$ cat src/rtl/music_vga_pkg.sv
// Shared definitions for the music device's VGA drawing path: screen size,
// colour constants, draw FSM encoding and the buffered note event record.
package music_vga_pkg;

  localparam int SCREEN_W = 160;
  localparam int SCREEN_H = 120;

  localparam logic [2:0] COL_BLACK      = 3'b000;
  localparam logic [2:0] COL_PRESS_BASE = 3'b100;

  // note(4) + octave(2) + make_break(1)
  localparam int EVT_W = 7;

  typedef enum logic [1:0] {
    ST_IDLE,
    ST_LOAD,
    ST_DRAW,
    ST_CLEAR
  } draw_state_e;

  typedef struct packed {
    logic [3:0] note;
    logic [1:0] octave;
    logic       make_break;
  } note_evt_t;

  // A press lights the tile in the octave's hue; a release paints it black.
  function automatic logic [2:0] tileColour(input note_evt_t evt);
    return evt.make_break ? (COL_PRESS_BASE | {1'b0, evt.octave}) : COL_BLACK;
  endfunction

endpackage

$ cat src/rtl/note_event_fifo.sv
// Small synchronous FIFO that buffers note events while a tile or a clear
// is being drawn. A pop frees a slot for a push in the same cycle, and a
// flush discards everything, including any push or pop in that cycle.
module note_event_fifo
  import music_vga_pkg::*;
#(
  parameter int DEPTH = 4,
  parameter int WIDTH = EVT_W
) (
  input  logic             clk,
  input  logic             reset,
  input  logic             push,
  input  logic             pop,
  input  logic             flush,
  input  logic [WIDTH-1:0] din,
  output logic [WIDTH-1:0] dout,
  output logic             full,
  output logic             empty
);

  localparam int AW = $clog2(DEPTH);

  logic [AW:0]      wrPtr_q, wrPtr_d;
  logic [AW:0]      rdPtr_q, rdPtr_d;
  logic [WIDTH-1:0] mem_q [DEPTH];
  logic             doPush;
  logic             doPop;

  assign empty  = (wrPtr_q == rdPtr_q);
  assign full   = (wrPtr_q[AW] != rdPtr_q[AW]) && (wrPtr_q[AW-1:0] == rdPtr_q[AW-1:0]);
  assign doPop  = pop && !empty && !flush;
  assign doPush = push && (!full || doPop) && !flush;
  assign dout   = mem_q[rdPtr_q[AW-1:0]];

  // Advance the pointers; a flush returns both to the start.
  always_comb begin
    wrPtr_d = wrPtr_q;
    rdPtr_d = rdPtr_q;
    if (flush) begin
      wrPtr_d = '0;
      rdPtr_d = '0;
    end else begin
      if (doPush) wrPtr_d = wrPtr_q + {{AW{1'b0}}, 1'b1};
      if (doPop)  rdPtr_d = rdPtr_q + {{AW{1'b0}}, 1'b1};
    end
  end

  // Pointer registers, emptied by reset.
  always_ff @(posedge clk or negedge reset) begin
    if (!reset) begin
      wrPtr_q <= '0;
      rdPtr_q <= '0;
    end else begin
      wrPtr_q <= wrPtr_d;
      rdPtr_q <= rdPtr_d;
    end
  end

  // Storage needs no reset; only slots between the pointers are ever read.
  always_ff @(posedge clk) begin
    if (doPush) mem_q[wrPtr_q[AW-1:0]] <= din;
  end

endmodule

$ cat src/rtl/note_tile_draw_controller.sv
// Owns the single vga_adapter plot port: buffers note press/release events,
// draws each one as an 8x8 tile in a 12-note x 4-octave grid, one pixel per
// cycle, and performs full-screen black clears that take priority over
// queued events. Plot outputs are registered, so the first pixel appears
// one cycle after the FSM enters DRAW or CLEAR.
module note_tile_draw_controller
  import music_vga_pkg::*;
#(
  parameter int TILE_W     = 8,
  parameter int TILE_H     = 8,
  parameter int TILE_GAP   = 2,
  parameter int X_ORIGIN   = 8,
  parameter int Y_ORIGIN   = 16,
  parameter int FIFO_DEPTH = 4
) (
  input  logic       clk,
  input  logic       reset,
  input  logic       note_valid,
  input  logic [3:0] note,
  input  logic [1:0] octave,
  input  logic       make_break,
  input  logic       clear_req,
  output logic [7:0] x_out,
  output logic [6:0] y_out,
  output logic [2:0] colour,
  output logic       writeEn,
  output logic       busy,
  output logic       fifo_full,
  output logic       dropped
);

  draw_state_e      state_q, state_d;
  note_evt_t        tile_q, tile_d;
  logic [7:0]       xBase_q, xBase_d;
  logic [7:0]       yBase_q, yBase_d;
  logic [7:0]       cx_q, cx_d;
  logic [6:0]       cy_q, cy_d;
  logic             clearLatch_q, clearLatch_d;
  logic             dropped_q, dropped_d;
  logic [7:0]       xOut_q, xOut_d;
  logic [6:0]       yOut_q, yOut_d;
  logic [2:0]       colour_q, colour_d;
  logic             we_q, we_d;

  logic             eventAccept;
  logic             enterClear;
  logic             fifoPop;
  logic             fifoFlush;
  logic             fifoFull;
  logic             fifoEmpty;
  logic [EVT_W-1:0] fifoDout;

  // Notes 12..15 do not exist on the keyboard and are ignored outright.
  assign eventAccept = note_valid && (note <= 4'd11);

  note_event_fifo #(
    .DEPTH (FIFO_DEPTH),
    .WIDTH (EVT_W)
  ) u_fifo (
    .clk   (clk),
    .reset (reset),
    .push  (eventAccept),
    .pop   (fifoPop),
    .flush (fifoFlush),
    .din   ({note, octave, make_break}),
    .dout  (fifoDout),
    .full  (fifoFull),
    .empty (fifoEmpty)
  );

  // Next-state logic: choose work in IDLE, compute the tile origin in LOAD,
  // then walk the tile or the whole screen in raster order.
  always_comb begin
    state_d    = state_q;
    tile_d     = tile_q;
    xBase_d    = xBase_q;
    yBase_d    = yBase_q;
    cx_d       = cx_q;
    cy_d       = cy_q;
    xOut_d     = xOut_q;
    yOut_d     = yOut_q;
    colour_d   = colour_q;
    we_d       = 1'b0;
    fifoPop    = 1'b0;
    fifoFlush  = 1'b0;
    enterClear = 1'b0;

    case (state_q)
      ST_IDLE: begin
        if (clearLatch_q) begin
          enterClear = 1'b1;
          fifoFlush  = 1'b1;
          cx_d       = '0;
          cy_d       = '0;
          state_d    = ST_CLEAR;
        end else if (!fifoEmpty) begin
          fifoPop = 1'b1;
          tile_d  = note_evt_t'(fifoDout);
          state_d = ST_LOAD;
        end
      end

      ST_LOAD: begin
        xBase_d = 8'(X_ORIGIN) + 8'(tile_q.note) * 8'(TILE_W + TILE_GAP);
        yBase_d = 8'(Y_ORIGIN) + 8'(tile_q.octave) * 8'(TILE_H + TILE_GAP);
        cx_d    = '0;
        cy_d    = '0;
        state_d = ST_DRAW;
      end

      ST_DRAW: begin
        we_d     = 1'b1;
        xOut_d   = xBase_q + cx_q;
        yOut_d   = 7'(yBase_q + 8'(cy_q));
        colour_d = tileColour(tile_q);
        if (cx_q == 8'(TILE_W - 1)) begin
          cx_d = '0;
          if (cy_q == 7'(TILE_H - 1)) begin
            cy_d    = '0;
            state_d = ST_IDLE;
          end else begin
            cy_d = cy_q + 7'd1;
          end
        end else begin
          cx_d = cx_q + 8'd1;
        end
      end

      ST_CLEAR: begin
        we_d     = 1'b1;
        xOut_d   = cx_q;
        yOut_d   = cy_q;
        colour_d = COL_BLACK;
        if (cx_q == 8'(SCREEN_W - 1)) begin
          cx_d = '0;
          if (cy_q == 7'(SCREEN_H - 1)) begin
            cy_d    = '0;
            state_d = ST_IDLE;
          end else begin
            cy_d = cy_q + 7'd1;
          end
        end else begin
          cx_d = cx_q + 8'd1;
        end
      end

      default: state_d = ST_IDLE;
    endcase

    // Entering CLEAR consumes the request; otherwise any request is held.
    clearLatch_d = enterClear ? 1'b0 : (clearLatch_q | clear_req);
    // An event is lost only when the FIFO is full and nothing leaves it.
    dropped_d    = dropped_q | (eventAccept & fifoFull & ~fifoPop);
  end

  // State, working and output registers; reset abandons any draw in flight.
  always_ff @(posedge clk or negedge reset) begin
    if (!reset) begin
      state_q      <= ST_IDLE;
      tile_q       <= '0;
      xBase_q      <= '0;
      yBase_q      <= '0;
      cx_q         <= '0;
      cy_q         <= '0;
      clearLatch_q <= 1'b0;
      dropped_q    <= 1'b0;
      xOut_q       <= '0;
      yOut_q       <= '0;
      colour_q     <= '0;
      we_q         <= 1'b0;
    end else begin
      state_q      <= state_d;
      tile_q       <= tile_d;
      xBase_q      <= xBase_d;
      yBase_q      <= yBase_d;
      cx_q         <= cx_d;
      cy_q         <= cy_d;
      clearLatch_q <= clearLatch_d;
      dropped_q    <= dropped_d;
      xOut_q       <= xOut_d;
      yOut_q       <= yOut_d;
      colour_q     <= colour_d;
      we_q         <= we_d;
    end
  end

  assign x_out     = xOut_q;
  assign y_out     = yOut_q;
  assign colour    = colour_q;
  assign writeEn   = we_q;
  assign busy      = (state_q != ST_IDLE);
  assign fifo_full = fifoFull;
  assign dropped   = dropped_q;

endmodule

$ cat config.mk
export PLATFORM = sky130hd
export DESIGN_NAME = note_tile_draw_controller
export DESIGN_NICKNAME = d
export VERILOG_FILES = /design/src/rtl/music_vga_pkg.sv /design/src/rtl/note_event_fifo.sv /design/src/rtl/note_tile_draw_controller.sv
export SDC_FILE = /design/constraint.sdc
export NUM_CORES = 1
export LEC_CHECK = 0
export BUFFER_PORTS_ARGS = -buffer_cell sky130_fd_sc_hd__clkbuf_2
export CAP_MARGIN = 10
export CORE_MARGIN = 4
export CORE_UTILIZATION = 52
export DETAILED_ROUTE_END_ITERATION = 12
export PLACE_DENSITY_LB_ADDON = 0.1
export SETUP_SLACK_MARGIN = 0.05
export SLEW_MARGIN = 20
export SYNTH_ARGS = -nofsm -noshare
export SYNTH_HDL_FRONTEND = slang
export SYNTH_SLANG_ARGS = --single-unit
export TNS_END_PERCENT = 100
$ cat constraint.sdc
create_clock -name clk -period 3.83 [get_ports clk]
set_clock_uncertainty 0.05 [all_clocks]
set_input_delay 0.1915 -clock clk [delete_from_list [all_inputs] [get_ports clk]]
set_output_delay 0.1915 -clock clk [all_outputs]
set_load 0.05 [all_outputs]
---- Word-level counts from Yosys, hierarchy flattened ----
Memories as Yosys holds them, arrays and structs flattened. A register that Yosys moved wholly into a read port is not among the register bits.
Cells that the tools add are included.
cells by class
  shift-type cells ........................ 0
  order comparisons ....................... 1
  multipliers ............................. 2
  bitwise logic cells ..................... 7
  multiplexer cells ....................... 34
  divide/modulo/power cells ............... 0
  add/subtract/negate cells ............... 8
  reductions and logical operators ........ 20
  equal/unequal tests ..................... 16
operator list
  operator                                                            count
  7-bit 2-to-1 mux                                                    5
  8-bit case mux with 4 select lines                                  1
  7-bit case mux with 4 select lines                                  1
  8-bit 2-to-1 mux                                                    3
  8-bit case mux with 2 select lines                                  1
  3-bit 2-to-1 mux                                                    5
  7-bit case mux with 2 select lines                                  1
  2-bit 2-to-1 mux                                                    6
  2-bit != test, second input constant                                5
  1-bit 2-to-1 mux                                                    9
  4-bit by 8-bit adder with 8-bit output, first input constant        1
  8-bit by 1-bit adder with 8-bit output, second input constant       1
  8-bit adder                                                         1
  8-bit by 3-bit == test with 1-bit output, second input constant     1
  8-bit == test, second input constant                                1
  2-bit case mux with 4 select lines                                  1
  2-bit nonzero test                                                  4
  5-bit by 6-bit adder with 7-bit output, first input constant        1
  7-bit by 1-bit adder with 7-bit output, second input constant       1
  7-bit adder                                                         1
  7-bit by 3-bit == test with 1-bit output, second input constant     1
  7-bit == test, second input constant                                1
  4-bit by 3-bit multiplier with 7-bit output, second input constant  1
  3-bit by 1-bit adder with 3-bit output, second input constant       2
  19 further kinds                                                    33
storage, ports and cells
  memory bits (read-only) ................. 0
  word-level logic and storage cells ...... 102
  output and inout port bits .............. 22
  latch bits .............................. 0
  input port bits ......................... 11
  memories kept ........................... 1
  register bits ........................... 59
  bits in writable memories ............... 28
memories
  name          depth  width  rd ports  clocked after Yosys merged registers in  write ports  line                   RTL
  u_fifo.mem_q  4      7      1         1                                        1            note_event_fifo.sv:25  logic [WIDTH-1:0] mem_q [DEPTH];

---- Depth between registers and ports, before layout ----
Gate-level depths: netlist of run 1.
  depth in word-level cells ............... 11
  mapped depth ............................ 7
  mapped depth without buffers ............ 7

---- Hierarchy ----
Synthesis of run 1 repeated with hierarchy kept, for this count alone.
unflattened totals
  cell total of the unflattened synthesis .. 402
  area total of the unflattened synthesis .. 4678.2 um^2
by module, submodules not included
  module                     times used  cells an instance  sequential area each (um^2)  area each (um^2)
  note_tile_draw_controller  1           310                1376.3                       3098.0
  note_event_fifo            1           92                 991.0                        1580.3

---- Worst setup path before layout of run 1 ----
Ideal clock, no wire load.
  path kind ............................... reg2reg
  start ................................... reg state_q[0]
  end ..................................... mem u_fifo.mem_q[3][0] in the netlist's numbering (enable)
  path buffers ............................ 1
  slack ................................... 1742 ps
  library setup time ...................... 326 ps
  data required time ...................... 3454 ps
  data arrival time ....................... 1712 ps
  stages on the path, launching flop included .. 6
  period minus slack after synthesis ...... 2088 ps
  path through ............................ dfrtp_1 or2_2 clkbuf_1 o21ai_0 a21oi_1 and2_1
between the ends
  word-level cells in the longest chain between the ends .. 9
  elaborated cells on any way between the ends .. 11
  those cells by class .................... mux (4); reduce/logical (7)
RTL lines
  item                                                    line                                          RTL
  from (decl)                                             note_tile_draw_controller.sv:32               draw_state_e state_q, state_d;
  from (signal assigned)                                  note_tile_draw_controller.sv:172              state_q <= state_d;
  2-bit logical NOT (*)                                   note_tile_draw_controller.sv:88               case (state_q)
  1-bit 2-to-1 mux                                        note_tile_draw_controller.sv:88
  1-bit logical AND or 1-bit logical NOT (tied branches)  note_event_fifo.sv:31, note_event_fifo.sv:32
  1-bit logical AND                                       note_event_fifo.sv:31                         assign doPop = pop && !empty && !flush;
  1-bit logical OR                                        note_event_fifo.sv:32                         assign doPush = push && (!full || doPop) && !flush;
  1-bit logical AND                                       note_event_fifo.sv:32
  1-bit logical AND (*)                                   note_event_fifo.sv:32
  1-bit 2-to-1 mux (*)                                    note_event_fifo.sv:61                         if (doPush) mem_q[wrPtr_q[AW-1:0]] <= din;
  1-bit 2-to-1 mux (implied by the code) (*)              note_event_fifo.sv:61
  to (decl)                                               note_event_fifo.sv:25
Mark *: on every way between the ends. The rest lies on a longest branch, timed or not.

---- Worst setup path in the final report of run 1 ----
  start ................................... reg state_q[0]
  end ..................................... reg cy_q[5]
between the ends
  word-level cells in the longest chain between the ends .. 3
  elaborated cells on any way between the ends .. 9
  those cells by class .................... eq/ne (6); mux (1); reduce/logical (2)
RTL lines
  item                                                line                              RTL
  2-bit == test or 2-bit logical NOT (tied branches)  note_tile_draw_controller.sv:88
  2-bit != test (no line)                             n/a
  3-bit AND reduction (no line)                       n/a
  to (signal assigned)                                note_tile_draw_controller.sv:177  cy_q <= cy_d;
  to (decl)                                           note_tile_draw_controller.sv:37   logic [6:0] cy_q, cy_d;
Parallel ways exist; a longest one is shown, timed or not.
A chain may end at the register's enable or synchronous reset.

==> out/qor.csv, run 1 <==
stage;metric;value;unit
routing;post_drt_wl_per_cell;16.4;µm
cts;clock-root-buffer;clkbuf_8;
worst_setup_path;critPathMaxStageDelay;0.71;ns
cts;cts_buffer_depth;2;
logic_synthesis;synthTopCellsByCount;61 x dfrtp_1, 35 x nand2_1, 28 x edfxtp_1;
sta;holdWs;0.0389;ns
worst_setup_path;slowest_stage;dfrtp_1;
logic_synthesis;netlist_area;0.00448;mm²
cells_and_area;layout-drive-gt1-share;20.3;%
placed_design;post-dp-hpwl;6110;µm
routing;vias_per_cell;5.75;
worst_setup_path;critPathRequiredTime;4.02;ns
logic_synthesis;synthesis.nets;407;
sta;setup_viol;0;
logic_synthesis;synth-edff-count;28;
grt;grt_pass1_wl;14600;µm
cells_and_area;syn_to_final_growth;11.6;%
placed_design;postPlaceCellArea;0.00470;mm²
routing;first_iter_violations;175;
sta;fmax;0.421;GHz
floorplanning;die-width;101;µm
run;drv_cap;0;
logic_synthesis;ys.flop_type;dfrtp_1;
grt;grt-ovfl-total;0;
cts;clock_insertion_delay_worst_skew;0.36;ns
placed_design;gp_congestion;0.826;
sta;layout_min_cycle_time;2.37;ns
logic_synthesis;synth_area_per_cell;12.1;µm²
logic_synthesis;yosysTopAreaCell;dfrtp_1;
floorplanning;rows;33;
worst_setup_path;critPathKind;register to register;
cells_and_area;num_antenna_cells;0;
worst_hold_path;hold_path.class;primary input to register;
sta;hold_violations;0;
logic_synthesis;synth.distinct_cells;63;
logic_synthesis;ys_top_cells_by_area;dfrtp_1 34%, edfxtp_1 19%, ha_1 6.1%;
worst_setup_path;endpoint_kind;register;
logic_synthesis;async_reset_ff_share;68.5;%
logic_synthesis;synth_most_common_cell;dfrtp_1;
placed_design;port_buffers;32;
floorplanning;start_util;53.9;%
worst_setup_path;cp_max_fo;19;
cts;ctsResizeCount;0;
sta;finalCritPeriodShare;62.0;%
floorplanning;die_height;101;µm
logic_synthesis;synthCells;371;
cells_and_area;layout.nets;445;
grt;grt_antenna_before_repair;0;
cts;cts_setup_buffers;0;
pwr;leakage;2.14;nW
worst_setup_path;r2r_cells;5;
routing;wl;8500;µm
routing;vias;2976;
worst_setup_path;arrival;2.57;ns
routing;ant_nets;0;
floorplanning;dieArea;0.0102;mm²
pwr;power;2.88;mW
cts;cts_tree;built;
logic_synthesis;yosysWarnings;0;
routing;drc;0;
cts;clock_sinks;89;
pwr;irDropWorstVdd;0.000340;V
pwr;power_density;576;mW/mm²
sta;rsz0062_at_grt;no;
cts;cts_inserted_buffers;9;
sta;max_slew_margin;39.1;%
worst_hold_path;min_path_cells;1;
sta;tns;0;ns
floorplanning;io_pins;33;
grt;grt_use_total;18.6;%
cts;path_clk_slew;0.09;ns
cts;htreeDepth;3;
floorplanning;core_area;0.00830;mm²
logic_synthesis;synth-seq-cells;89;
sta;worst_pin_slew;0.914;ns
sta;fin_ws;1.46;ns
routing;dr.pass1.iters;5;
logic_synthesis;synth_top_area_share;34.1;%
cells_and_area;final_area;0.00499;mm²
sta;drv_slew;0;
placed_design;dp_slack;1.46;ns
grt;grt_pass1_vias;2920;
worst_setup_path;cp-start-kind;register;
worst_setup_path;cp_cell_sequence;buf_4 > and4_1 > o2111ai_1 > or3_4 > o41ai_1;
status;status;completed;
grt;grt_max_degree;37;
logic_synthesis;synth_sequential_area_ratio;52.9;%
-- critical path, delay by kind of cell (launching register included) --
| family | cells | cell delay, ns |
|---|---|---|
| DFF | 1 | 0.71 |
| and+or+nand+nor | 2 | 0.69 |
| AOI/OAI and AO/OA | 2 | 0.48 |
| buffers and inverters | 1 | 0.33 |
-- metal layers --
layer	vias to the layer above	track usage, %	routed length, µm	part of all wire, %
li1	1443	-	-	-
met1	1463	25.9	3920	46
met2	60	29.1	4060	48
met3	10	3.39	379	4.5
met4	0	6.84	142	1.7
met5	-	0	0	0
-- power by group --
part | internal, mW | switching, mW
clock | 0.368 | 0.334
sequential | 1.16 | 0.173
combinational | 0.307 | 0.533
total | 1.84 | 1.04
-- per-stage QoR --
stage	util [%]	instances
after floorplan	-	371
after global placement	56.6	495
after detailed placement	56.6	495
after CTS	60.1	517
after global routing	60.2	518
final	60.2	518
-- placed cells by master, fill, tap and decap left out, types with 3 or more instances in the layout --
cell	instances
xor2_1	4
and2_1	4
and3_1	4
edfxtp_1	28
nand3b_1	3
a211oi_1	4
nand3_1	6
clkbuf_2	32
buf_4	4
a21o_1	4
xnor2_1	14
inv_1	8
ha_1	22
nor2_1	26
o31ai_1	3
mux4_2	7
o211ai_1	3
o21ai_0	27
or3_1	3
nand2_1	35
fa_1	3
mux2_2	15
dfrtp_1	61
clkbuf_8	9
a21oi_1	12
dlygate4sd3_1	8
mux2i_1	10
-- area by class of cell --
cell class | count | area, µm²
Clock buffer | 9 | 124
Clock inverter | 6 | 90.1
Fill cell | 678 | 3300
Inverter | 8 | 30.0
Multi-Input combinational cell | 257 | 1980
Sequential cell | 89 | 2370
Tap cell | 105 | 131
Timing Repair Buffer | 44 | 270
-- repair_timing --
item	CTS	global route
endpoints found under the hold margin	56	1
endpoints found under the setup margin	0	0
hold buffers	7	1
-- registers in the layout, summed over array words and instances, names as in the netlist --
name / flops
writeEn: 1
cx_q: 8
cy_q: 7
u_fifo.mem_q: 28
tile_q: 7
dropped: 1
colour: 3
state_q: 2
y_out: 7
xBase_q: 7
u_fifo.rdPtr_q: 3
x_out: 8
yBase_q: 3
clearLatch_q: 1
u_fifo.wrPtr_q: 3
-- worst paths after layout --
kind                                  from                  to  slack (ns)
worst max-delay path            state_q[0]             cy_q[5]        1.46
worst min register to register     dropped             dropped        0.43
max in group asynchronous            reset          yBase_q[4]        2.41
worst max register to register  state_q[0]             cy_q[5]        1.46
worst min-delay path               note[3]  u_fifo.mem_q[1][6]        0.04
min in group asynchronous            reset          xBase_q[5]        0.44
-- logic make-up after synthesis --
kind of cell	Yosys count	share of synthesized area [%]
AND/OR/NAND/NOR	104	12.0
buffers and inverters	25	2.85
multiplexers	32	9.53
adder cells (fa/ha/maj)	25	7.49
XOR/XNOR	18	3.52
flip-flops	89	52.9
AO/OA/AOI/OAI	78	11.7
Note: power is estimated with default switching activity, not from simulation.
==> run 2: changes to the inputs <==
clock period = 2.2 ns   (was 3.83 ns; I/O delays follow)
==> out/qor.csv, run 2 (synthesis results as in run 1) <==
stage;metric;value;unit;change
cells_and_area;layout_common_cells;60 x dfrtp_1, 35 x nand2_1, 32 x clkbuf_2, 28 x edfxtp_1, 27 x o21ai_0;;
sta;worst_pin_slew;0.782;ns;-0.132 ns
sta;holdWs;0.274;ns;+0.235 ns
cts;clock_insertion_delay_worst_skew;0.37;ns;about the same
floorplanning;die_height;101;µm;unchanged
cells_and_area;final_area;0.00518;mm²;+3.7%
floorplanning;start_util;53.9;%;unchanged
pwr;leakage;2.24;nW;+5.1%
worst_setup_path;critPathKind;register to register;;
pwr;irDropWorstVdd;0.000553;V;+63%
cts;clock-root-buffer;clkbuf_8;;
routing;vias_per_cell;5.59;;-2.7%
pwr;power_density;975;mW/mm²;+69%
grt;grt_pass1_vias;2988;;+2.3%
sta;finalCritPeriodShare;94.2;%;+32 points
cells_and_area;fillCellCount;687;;+1.3%
cts;cts_setup_buffers;0;;unchanged
floorplanning;die-width;101;µm;unchanged
worst_setup_path;critPathRequiredTime;2.40;ns;-1.62 ns
worst_setup_path;arrival;2.28;ns;-0.29 ns
cts;cts_tree;built;;
cells_and_area;ff_latch_area;0.00237;mm²;about the same
routing;post_drt_wl_per_cell;16.2;µm;-1.2%
routing;ant_nets;0;;unchanged
cells_and_area;num_antenna_cells;0;;unchanged
routing;wl;8760;µm;+3.0%
worst_setup_path;cp-start-kind;register;;
cts;path_clk_slew;0.10;ns;about the same
routing;first_iter_violations;119;;-32%
grt;globalRouteMet1Util;26.9;%;+0.91 points
grt;grt_use_met2;29.7;%;+0.66 points
cts;clock_sinks;89;;unchanged
cells_and_area;syn_to_final_growth;15.7;%;
routing;vias;3018;;+1.4%
sta;rsz0062_at_grt;yes;;
sta;setup_viol;0;;unchanged
cells_and_area;final_common_cell;dfrtp_1;;
grt;grt_use_met3;4.29;%;+0.90 points
worst_setup_path;endpoint_kind;register;;
grt;grt_max_degree;62;;+68%
cells_and_area;layout.nets;466;;+4.7%
sta;fmax;0.482;GHz;+14%
sta;tns;0;ns;unchanged
worst_hold_path;hold_path.class;primary input to register;;
status;status;completed;;
floorplanning;rows;33;;unchanged
placed_design;port_buffers;32;;unchanged
cells_and_area;layout-drive-gt1-share;24.8;%;+4.5 points
worst_setup_path;cp_max_fo;3;;-16
cts;cts_buffer_depth;2;;unchanged
routing;drc;0;;unchanged
cts;cts_inserted_buffers;9;;unchanged
grt;grt_antenna_before_repair;0;;unchanged
sta;hold_violations;0;;unchanged
grt;grt_use_total;19.1;%;+0.52 points
placed_design;post-dp-hpwl;6260;µm;+2.5%
cells_and_area;multi_input_area;0.00199;mm²;+0.25%
grt;grt.busiest_layer;met2;;
cells_and_area;largest_reg_flops;28;;unchanged
floorplanning;core_area;0.00830;mm²;unchanged
placed_design;postPlaceCellArea;0.00488;mm²;+3.7%
run;drv_cap;0;;unchanged
floorplanning;dieArea;0.0102;mm²;unchanged
grt;grt_pass1_wl;15100;µm;+3.5%
grt;grt-ovfl-total;0;;unchanged
routing;dr.pass1.iters;4;;-1
sta;max_slew_margin;47.9;%;+8.8 points
sta;drv_slew;0;;unchanged
floorplanning;io_pins;33;;unchanged
placed_design;gp_congestion;0.840;;+1.7%
sta;layout_min_cycle_time;2.07;ns;-0.300 ns
cts;htreeDepth;3;;unchanged
run 2: cell types whose count changed in the layout (fill, tap and decap cells not counted), sizes merged:
| cell | before | now |
|---|---|---|
| dlygate4sd3 | 8 | 9 |
| inv | 10 | 11 |
| buf | 4 | 24 |
| bufinv | 2 | 0 |
| clkinv | 2 | 4 |
run 2: critical path, stage by stage (launching register included):
cell and delay, ns:
dfrtp_1 0.40, ha_1 0.24, fa_1 0.46, a211oi_2 0.29, nor2_1 0.10, o211ai_1 0.21
xnor2_1 0.14, a21oi_1 0.08
run 2: worst paths after layout:
check                           start          to  slack (ns)  cells past startpoint
setup / recovery           xBase_q[1]    x_out[7]        0.13                      7
hold / removal             note_valid     dropped        0.27                      4
setup reg to reg           xBase_q[1]    x_out[7]        0.13                      7
hold reg to reg               dropped     dropped        0.44                      1
max in group asynchronous       reset     cx_q[2]        1.15                      3
min in group asynchronous       reset  xBase_q[5]        0.38                      3
run 2: stage by stage:
step	setup slack (ns)	util, %	power, mW	cells
3_5_place_dp	0.0662	58.8	3.95	515
4_1_cts	0.0735	62.3	5.11	540
6_report	0.127	62.4	5.05	540
5_1_grt	0.00647	62.4	5.39	540
3_3_place_gp	0.180	58.8	3.90	515
2_1_floorplan	0.112	-	3.45	371
run 2: report_power, final:
part / internal, mW / switching, mW
logic: 0.641 / 1.01
clock network: 0.457 / 0.673
registers: 2.03 / 0.242
run 2: metal layers:
metal,part of all wire [%],vias to the layer above
met5,0,-
met4,1.2,0
met3,3.3,8
met2,48,49
met1,47,1479
li1,-,1482
run 2: final cells by class:
type                       count  area share, %
sequential                    89           45.7
multi-input combinational    257           38.4
timing repair buffer          65           8.79
tap                          105           2.54
clock buffer                   9           2.39
clock inverter                 7           1.62
inverter                       8          0.580
run 2: what timing repair did:
item	4_1_cts	5_1_grt
endpoints found under the hold margin	90	0
hold buffers	9	0
resized for setup	1	2
endpoints found under the setup margin	1	3
gates cloned	0	0
==> run 3: changes to the inputs <==
BUFFER_PORTS_ARGS = -buffer_cell sky130_fd_sc_hd__buf_2   (was -buffer_cell sky130_fd_sc_hd__clkbuf_2)
SETUP_SLACK_MARGIN = 0.4   (was 0.05)
==> out/qor.csv, run 3 (synthesis results as in run 1) <==
stage;metric;value;unit;change
placed_design;dp_slack;0.191;ns;+0.125 ns
grt;grt_max_degree;23;;-63%
routing;vias_per_cell;5.62;;+0.63%
cts;cts_tree;built;;
worst_hold_path;hold_path.class;primary input to async pin;;
grt;grt_pass1_vias;3177;;+6.3%
worst_setup_path;r2r_cells;7;;unchanged
grt;grt_antenna_before_repair;0;;unchanged
floorplanning;rows;33;;unchanged
floorplanning;dieArea;0.0102;mm²;unchanged
floorplanning;io_pins;33;;unchanged
worst_setup_path;r2r_end;x_out[7];;
cells_and_area;largest_reg_flops;28;;unchanged
sta;worst_pin_slew;0.562;ns;-0.220 ns
cts;path_clk_slew;0.10;ns;about the same
status;status;completed;;
routing;wl;9490;µm;+8.4%
floorplanning;core_area;0.00830;mm²;unchanged
placed_design;dp.cells;512;;-0.58%
cells_and_area;layout.nets;482;;+3.4%
routing;ant_nets;0;;unchanged
grt;grt_pass1_wl;15800;µm;+4.8%
routing;vias;3127;;+3.6%
sta;fin_ws;0.320;ns;+0.193 ns
cells_and_area;final_area;0.00554;mm²;+6.9%
cells_and_area;final_common_cell;dfrtp_1;;
sta;layout_min_cycle_time;1.88;ns;-0.193 ns
sta;fmax;0.532;GHz;+10%
sta;drv_slew;0;;unchanged
sta;max_slew_margin;62.4;%;+15 points
placed_design;gp_congestion;0.886;;+5.4%
cts;clock_insertion_delay_worst_skew;0.37;ns;about the same
sta;tns;0;ns;unchanged
worst_setup_path;critPathRequiredTime;2.41;ns;about the same
sta;rsz0062_at_grt;yes;;
pwr;p_sw;2.07;mW;+7.4%
cells_and_area;num_antenna_cells;0;;unchanged
cts;htreeDepth;3;;unchanged
cells_and_area;layout-drive-gt1-share;37.3;%;+12 points
sta;finalCritPeriodShare;85.5;%;-8.8 points
worst_setup_path;cp-endpoint;x_out[7];;
sta;hold_violations;0;;unchanged
pwr;leakage;2.37;nW;+5.5%
run;drv_cap;0;;unchanged
worst_setup_path;crit_start;xBase_q[1];;
cells_and_area;syn_to_final_growth;23.7;%;
cts;clock-root-buffer;clkbuf_8;;
placed_design;post-dp-hpwl;6400;µm;+2.2%
pwr;power_density;968;mW/mm²;-0.74%
placed_design;postPlaceCellArea;0.00487;mm²;-0.10%
worst_setup_path;critPathKind;register to register;;
floorplanning;start_util;53.9;%;unchanged
cts;clock_sinks;89;;unchanged
floorplanning;die-width;101;µm;unchanged
worst_setup_path;arrival;2.09;ns;-0.19 ns
worst_setup_path;endpoint_kind;register;;
pwr;comb_power_share;36.3;%;+3.6 points
pwr;p_clk_share;20.9;%;-1.5 points
pwr;p_int;3.29;mW;+5.3%
cells_and_area;layout_common_cells;49 x dfrtp_1, 39 x buf_4, 34 x nand2_1, 31 x buf_2, 28 x edfxtp_1;;
pwr;swShare;38.6;%;+0.48 points
pwr;power_frac_seq;42.8;%;-2.1 points
pwr;irDropWorstVdd;0.000553;V;about the same
routing;drc;0;;unchanged
floorplanning;die_height;101;µm;unchanged
sta;setup_viol;0;;unchanged
worst_setup_path;r2r_setup_slack;0.32;ns;+0.19 ns
placed_design;port_buffers;32;;unchanged
cts;cts_buffer_depth;2;;unchanged
cts;cts_inserted_buffers;9;;unchanged
grt;grt-ovfl-total;0;;unchanged
worst_setup_path;cp_max_fo;3;;unchanged
grt;grt_use_total;20.1;%;+1.0 points
routing;post_drt_wl_per_cell;17.1;µm;+5.3%
routing;first_iter_violations;90;;-24%
routing;dr.pass1.iters;4;;unchanged
worst_setup_path;worstReg2RegStart;xBase_q[1];;
cells_and_area;instances_no_fill;556;;+3.0%
worst_setup_path;cp-start-kind;register;;
-- run 3: power by group through the flow --
stage	logic (mW)	clock network [mW]	registers, mW
after CTS	1.82	1.14	2.28
after detailed placement	1.65	0	2.31
final	1.94	1.12	2.29
after global routing	2.12	1.23	2.34
after global placement	1.62	0	2.29
after floorplan	0.882	0	2.63
-- run 3: final cells by class --
cell class | count | area [µm²]
multi-input combinational | 257 | 2240
inverter | 8 | 33.8
timing repair buffer | 81 | 561
clock inverter | 7 | 68.8
clock buffer | 9 | 124
tap | 105 | 131
fill | 606 | 2760
sequential | 89 | 2380
-- run 3: worst max-delay path, cell delays in order (launching register included) --
cell and delay [ns]:
dfrtp_1 0.42, ha_4 0.17, fa_2 0.37, a211oi_2 0.22, nor2_1 0.09, o211ai_1 0.23
xnor2_1 0.14, a21oi_1 0.07
-- run 3: metrics by stage --
| step | util, % | power (mW) | hold WS [ns] |
|---|---|---|---|
| final | 66.7 | 5.36 | 0.188 |
| after detailed placement | 58.7 | 3.95 | 0.0650 |
| after CTS | 64.3 | 5.24 | 0.199 |
| after floorplan | - | 3.51 | -0.236 |
| after global placement | 58.7 | 3.91 | 0.0546 |
| after global routing | 66.7 | 5.68 | 0.213 |
-- run 3: worst min path at each step --
stage | cells past startpoint | to | from | slack (ns)
global route | 2 | xBase_q[7] | reset | 0.21
floorplan | 0 | clearLatch_q | reset | -0.24
CTS | 2 | xBase_q[5] | reset | 0.20
finish | 2 | x_out[3] | reset | 0.19
global placement | 1 | xBase_q[6] | reset | 0.05
detailed placement | 1 | xBase_q[5] | reset | 0.07
-- run 3: timing repair --
action,CTS,global route
pin swaps,13,15
hold endpoints to repair,49,0
resized for setup,22,31
hold buffers,9,0
cloned,0,1
endpoints found under the setup margin,45,55
setup buffers,9,9
-- run 3: routing by layer --
layer,track usage [%],wire length [µm]
met1,26.0,4190
met2,33.8,4800
met3,3.60,332
met4,7.56,167
met5,0,0
